[config.mk]
export PLATFORM = sky130hd
export DESIGN_NAME = regfile_mp
export DESIGN_NICKNAME = d
export VERILOG_FILES = /design/src/rtl/regfile_pkg.sv /design/src/rtl/regfile_dump_ctrl.sv /design/src/rtl/regfile_mp.sv
export SDC_FILE = /design/constraint.sdc
export NUM_CORES = 2
export LEC_CHECK = 0
export CAP_MARGIN = 20
export CORE_ASPECT_RATIO = 0.5
export CORE_MARGIN = 2
export CORE_UTILIZATION = 52
export CTS_CLUSTER_SIZE = 28
export DETAILED_ROUTE_END_ITERATION = 8
export DONT_BUFFER_PORTS = 1
export HOLD_SLACK_MARGIN = 0.02
export PLACE_DENSITY = 0.67
export SLEW_MARGIN = 20
export SYNTH_ARGS = -nofsm -noshare
export SYNTH_HDL_FRONTEND = slang
export SYNTH_SLANG_ARGS = --single-unit
[constraint.sdc]
create_clock -name Clock -period 35.6 [get_ports Clock]
set_input_delay 8.9 -clock Clock [delete_from_list [all_inputs] [get_ports Clock]]
set_output_delay 8.9 -clock Clock [all_outputs]
set_load 0.05 [all_outputs]
[src/rtl/regfile_pkg.sv]
// Shared types and helpers for the multi-read-port register file.
// REGFILE_BYPASS_EN (optional) enables write-through forwarding in regfile_mp.
package regfile_pkg;

    typedef enum logic [1:0] {
        ST_IDLE = 2'd0,
        ST_RUN  = 2'd1,
        ST_DONE = 2'd2
    } dump_state_t;

    localparam int ZERO_REG = 0;

    // Low bit offset of lane idx in a packed bus of width-bit lanes.
    function automatic int slice_lo(input int idx, input int width);
        return idx * width;
    endfunction

endpackage

[src/rtl/regfile_dump_ctrl.sv]
// Dump engine: streams registers 0..DEPTH-1 over a valid/ready handshake.
// Forwarding of Dump_Data under REGFILE_BYPASS_EN happens in the parent's read lane.
//
//   state   | meaning
//   --------+---------------------------------------------------------
//   ST_IDLE | no dump active; waits for Dump_Start
//   ST_RUN  | beat valid at r_cnt; advances on Dump_Ready
//   ST_DONE | last beat accepted; Dump_Done high for this one cycle
module regfile_dump_ctrl
    import regfile_pkg::*;
#(
    parameter int DATA_W = 32,
    parameter int DEPTH  = 32,
    parameter int ADDR_W = $clog2(DEPTH)
) (
    input  logic              Clock,
    input  logic              Reset,
    input  logic              Dump_Start,
    input  logic              Dump_Ready,
    input  logic [DATA_W-1:0] i_rd_data,
    output logic [ADDR_W-1:0] o_rd_addr,
    output logic              Dump_Valid,
    output logic [ADDR_W-1:0] Dump_Addr,
    output logic [DATA_W-1:0] Dump_Data,
    output logic              Dump_Busy,
    output logic              Dump_Done
);

    localparam logic [ADDR_W-1:0] LAST_IDX = ADDR_W'(DEPTH - 1);

    dump_state_t       r_state;
    logic [ADDR_W-1:0] r_cnt;
    logic              r_valid;
    logic              r_busy;
    logic              r_done;

    always_ff @(posedge Clock or posedge Reset) begin
        if (Reset) begin
            r_state <= ST_IDLE;
            r_cnt   <= '0;
            r_valid <= 1'b0;
            r_busy  <= 1'b0;
            r_done  <= 1'b0;
        end else begin
            case (r_state)
                ST_IDLE: begin
                    if (Dump_Start) begin
                        r_state <= ST_RUN;
                        r_cnt   <= '0;
                        r_valid <= 1'b1;
                        r_busy  <= 1'b1;
                    end
                end
                ST_RUN: begin
                    if (Dump_Ready) begin
                        if (r_cnt == LAST_IDX) begin
                            r_state <= ST_DONE;
                            r_valid <= 1'b0;
                            r_done  <= 1'b1;
                        end else begin
                            r_cnt <= r_cnt + ADDR_W'(1);
                        end
                    end
                end
                ST_DONE: begin
                    r_state <= ST_IDLE;
                    r_cnt   <= '0;
                    r_busy  <= 1'b0;
                    r_done  <= 1'b0;
                end
                default: begin
                    r_state <= ST_IDLE;
                    r_valid <= 1'b0;
                    r_busy  <= 1'b0;
                    r_done  <= 1'b0;
                end
            endcase
        end
    end

    assign o_rd_addr  = r_cnt;
    assign Dump_Valid = r_valid;
    assign Dump_Addr  = r_cnt;
    // Data is live from the array, so a write during a stall changes the beat.
    assign Dump_Data  = r_valid ? i_rd_data : '0;
    assign Dump_Busy  = r_busy;
    assign Dump_Done  = r_done;

endmodule

[src/rtl/regfile_mp.sv]
// Parametrised register file with N_RD combinational read ports, r0 hardwired to 0,
// and a handshaked dump engine. Define REGFILE_BYPASS_EN for same-cycle write forwarding.
module regfile_mp
    import regfile_pkg::*;
#(
    parameter int DATA_W = 32,
    parameter int DEPTH  = 32,
    parameter int N_RD   = 2,
    parameter int ADDR_W = $clog2(DEPTH)
) (
    input  logic                   Clock,
    input  logic                   Reset,
    input  logic                   Reg_Write,
    input  logic [ADDR_W-1:0]      Write_Register,
    input  logic [DATA_W-1:0]      Write_Data,
    input  logic [N_RD*ADDR_W-1:0] Read_Register,
    output logic [N_RD*DATA_W-1:0] Read_Data,
    input  logic                   Dump_Start,
    input  logic                   Dump_Ready,
    output logic                   Dump_Valid,
    output logic [ADDR_W-1:0]      Dump_Addr,
    output logic [DATA_W-1:0]      Dump_Data,
    output logic                   Dump_Busy,
    output logic                   Dump_Done
);

    logic [DATA_W-1:0] r_mem [DEPTH];
    logic              w_wr_en;
    logic [ADDR_W-1:0] w_dump_addr;
    logic [DATA_W-1:0] w_dump_data;

    assign w_wr_en = Reg_Write && (Write_Register != ADDR_W'(ZERO_REG));

    // Entry 0 is never written, so it stays at its reset value of zero.
    always_ff @(posedge Clock or posedge Reset) begin
        if (Reset) begin
            for (int k = 0; k < DEPTH; k++) begin
                r_mem[k] <= '0;
            end
        end else if (w_wr_en) begin
            r_mem[Write_Register] <= Write_Data;
        end
    end

    function automatic logic [DATA_W-1:0] rd_lane(input logic [ADDR_W-1:0] addr);
        logic [DATA_W-1:0] val;
        val = (addr == ADDR_W'(ZERO_REG)) ? '0 : r_mem[addr];
`ifdef REGFILE_BYPASS_EN
        if (w_wr_en && (addr == Write_Register)) begin
            val = Write_Data;
        end
`endif
        return val;
    endfunction

    for (genvar g = 0; g < N_RD; g++) begin : g_rd
        localparam int LO_A = slice_lo(g, ADDR_W);
        localparam int LO_D = slice_lo(g, DATA_W);
        logic [ADDR_W-1:0] w_addr;
        logic [DATA_W-1:0] w_data;

        assign w_addr = Read_Register[LO_A +: ADDR_W];
        always_comb begin
            w_data = rd_lane(w_addr);
        end
        assign Read_Data[LO_D +: DATA_W] = w_data;
    end

    always_comb begin
        w_dump_data = rd_lane(w_dump_addr);
    end

    regfile_dump_ctrl #(
        .DATA_W (DATA_W),
        .DEPTH  (DEPTH),
        .ADDR_W (ADDR_W)
    ) u_dump_ctrl (
        .Clock      (Clock),
        .Reset      (Reset),
        .Dump_Start (Dump_Start),
        .Dump_Ready (Dump_Ready),
        .i_rd_data  (w_dump_data),
        .o_rd_addr  (w_dump_addr),
        .Dump_Valid (Dump_Valid),
        .Dump_Addr  (Dump_Addr),
        .Dump_Data  (Dump_Data),
        .Dump_Busy  (Dump_Busy),
        .Dump_Done  (Dump_Done)
    );

endmodule

==> run_results.csv <==
group,metric,value,unit
clocking,clock-root-buffer,"clkbuf_16",
timing,hold_violations,0,
clocking,cts_tree,"yes",
setup_path,cpMaxStageDelayCell,"buf_4",
pwr,vdd_ir_drop_max,0.0578,mV
route,routed_wl,228000,microns
synthesis,ys_types,46,
place,place.port_buffers,0,
route,vias,45000,
synthesis,synth-seq-cells,1034,
setup_path,rrSetupSlack,32950,ps
floorplan,die_y,250,microns
worst_hold_path,hp-class,"register to register",
setup_path,path_cells,"nor2b_4, buf_4, a22o_1, a211oi_1, nor3_2",
setup_path,timing.critical_path.depth,5,
setup_path,worstSetupPathType,"primary input to primary output",
grt,grt-busiest-layer,"met2",
timing,fmax,48.1,MHz
timing,max_slew_margin,15.1,%
route,drc,0,
route,wl_per_cell,39.3,microns
timing,setup_viol,0,
floorplan,die_w,496,microns
clocking,cts_setup_buffers,0,
grt,grt_max_degree,350,
synthesis,async_reset_ff_share,100,%
timing,finalCriticalPeriod,20770,ps
synthesis,yosys_most_used_dff,"dfrtp_1",
synthesis,synth_cells,4443,
finish,synthToLayoutAreaGrowth,7.31,%
setup_path,cp-start-kind,"primary input",
clocking,cts_buffers,99,
route,via_per_inst,7.74,
setup_path,cp.buffers_inverters,1,
grt,antenna_found_initial,5,
route,drt_iter0_drc,6763,
floorplan,initial_core_util,52.3,%
timing,min_period_over_period,58.3,%
clocking,max-clock-path-buffers,3,
grt,grtUsageMet3,14.0,%
synthesis,syn_nets,4498,
clocking,post_cts_resized,0,
setup_path,r2r_cells,7,
route,ant_nets,0,
floorplan,fp.dieArea,124000,sq um
setup_path,worstPathArrival,11870,ps
clocking,cts.sinks,1034,
setup_path,critPathTopFamily,"simple AND/OR/NAND/NOR gates",
synthesis,avgSynthCellArea,14.2,sq um
synthesis,yosysSeqAreaShare,41.1,%
timing,fin_tns_setup,0,ps
setup_path,r2r_start,"u_dump_ctrl.Dump_Addr[0]$_DFFE_PP0P_",
route,drt_pass1_iterations,7,
floorplan,core,120000,sq um
pwr,leakage,28.3,nW
worst_hold_path,min_from,"r_mem[1023]$_DFFE_PP0P_",
synthesis,syn_area,62900,sq um
place,place_inst,5632,
clocking,hold_buffers,0,
finish,drive_gt1_share,48.7,%
floorplan,ios,156,
timing,worst_slew_pin_slew,1270,ps
grt,grt_pass1_vias,44300,
place,hpwl,126000,microns
worst_hold_path,worstHoldEndpoint,"r_mem[1023]$_DFFE_PP0P_",
timing,slew_violations,0,
worst_hold_path,hold_path_depth,0,
floorplan,rows,90,
clocking,path_clk_slew,70,ps
grt,grt_usage,36.6,%
synthesis,synth_edf_count,0,
setup_path,path_max_fanout,49,
timing,finClkSkew,1.13,ps
job,maxCapViolations,0,
setup_path,critPathMaxStageDelay,1000,ps
synthesis,yosysWarnings,0,
setup_path,reg2reg_to,"u_dump_ctrl.Dump_Addr[2]$_DFFE_PP0P_",
finish,final_common_cell,"mux2_2",
setup_path,worstPathRequired,26700,ps
grt,grt_use_met2,51.8,%
outcome,status,"completed",
grt,grt-ovfl-total,0,
pwr,power_density,67.0,nW/um^2
finish,final_nets,4179,
grt,grt_first_pass_wirelength,327000,microns
grt,grtUsageMet1,50.1,%
finish,final_cell_mix,"mux2_2, dfrtp_1, mux4_2",
place,gp_congestion,0.892,
finish,final_cells,5812,
clocking,clock_latency,710,ps
timing,rsz0062_at_grt,"false",
setup_path,endpoint_kind,"primary output",
clocking,htreeDepth,3,
[kinds of logic (layout without fill, tap and decap cells)]
logic type	Yosys count	in the layout	share of synthesized area [%]
buf+inv	548	306	4.08
other cells	0	1	0
simple gates	294	294	2.49
mux	2012	2012	45.4
compound gates	552	552	6.85
fa+ha+maj	3	3	0.0597
flops	1034	1034	41.1
[metrics by stage]
stage	setup slack, ps	hold slack [ps]	total power (W)	instance area, sq um	utilization (%)
4_1_cts	15050	422	0.00447	67500	56.1
3_5_place_dp	15050	408	0.00333	64000	53.2
3_3_place_gp	15050	395	0.00329	64000	53.2
6_report	14830	419	0.00452	67500	56.1
5_1_grt	15000	432	0.00465	67500	56.1
2_1_floorplan	12450	458	0.00288	62900	-
[cell usage after synthesis, types with 22 or more instances]
cell type,instances,area share [%]
a2111oi_0,26,0.36
a211o_1,32,0.45
a211oi_1,62,0.74
a21oi_1,37,0.29
a221oi_1,32,0.45
a22o_1,95,1.3
a22oi_1,124,1.5
and3_1,35,0.35
buf_1,60,0.36
buf_2,108,0.86
buf_4,55,0.66
buf_6,22,0.39
clkbuf_1,292,1.7
dfrtp_1,1034,41
mux2_2,1074,19
mux2i_1,374,6.0
mux4_2,564,20
nand2_1,57,0.34
nand3_1,37,0.29
nor2_1,23,0.14
nor2b_1,40,0.40
nor3_1,48,0.38
o221ai_1,63,0.88
o22ai_1,48,0.48
[worst register-to-register path: stages, from the launching register on]
cell	delay [ps]
dfrtp_4	800
ha_1	380
and3_1	180
ha_1	210
nand4bb_1	260
o21ai_0	260
o21ai_0	190
a22o_1	260
[cell type report]
| cell class | instances | area, sq um |
|---|---|---|
| Fill cell | 9457 | 52800 |
| Multi-Input combinational cell | 2861 | 35100 |
| Sequential cell | 1034 | 25900 |
| Clock buffer | 149 | 3030 |
| Tap cell | 1610 | 2010 |
| Timing Repair Buffer | 117 | 1030 |
| Clock inverter | 29 | 404 |
| Inverter | 11 | 45.0 |
| Antenna cell | 1 | 2.50 |
[sequential cells by signal, indices dropped and copies added, names as in the netlist]
name	flops
r_mem	1024
u_dump_ctrl.Dump_Addr	5
u_dump_ctrl.r_state	2
u_dump_ctrl.Dump_Busy	1
u_dump_ctrl.Dump_Done	1
u_dump_ctrl.Dump_Valid	1
[worst max path at each step]
stage / startpoint / endpoint
final: Read_Register[8] / Read_Data[52]
after global routing: Read_Register[8] / Read_Data[57]
after CTS: Read_Register[8] / Read_Data[52]
after detailed placement: Read_Register[8] / Read_Data[52]
after global placement: Read_Register[7] / Read_Data[56]
after floorplan: Reset / r_mem[0]$_DFFE_PP0P_
[per-layer routing]
metal / share of wire, % / vias to the layer above
met5: 0.0048 / -
met4: 5.2 / 2
met3: 14 / 736
met2: 43 / 3408
met1: 38 / 23900
li1: - / 17000
[power by group]
part | switching (W) | internal [W] | leakage, nW | total [W]
Sequential | 0.000275 | 0.00140 | 13.2 | 0.00168
Clock | 0.000494 | 0.000657 | 1.70 | 0.00115
Combinational | 0.000939 | 0.000756 | 13.4 | 0.00170
No activity file was read; power rests on OpenSTA's default activity.
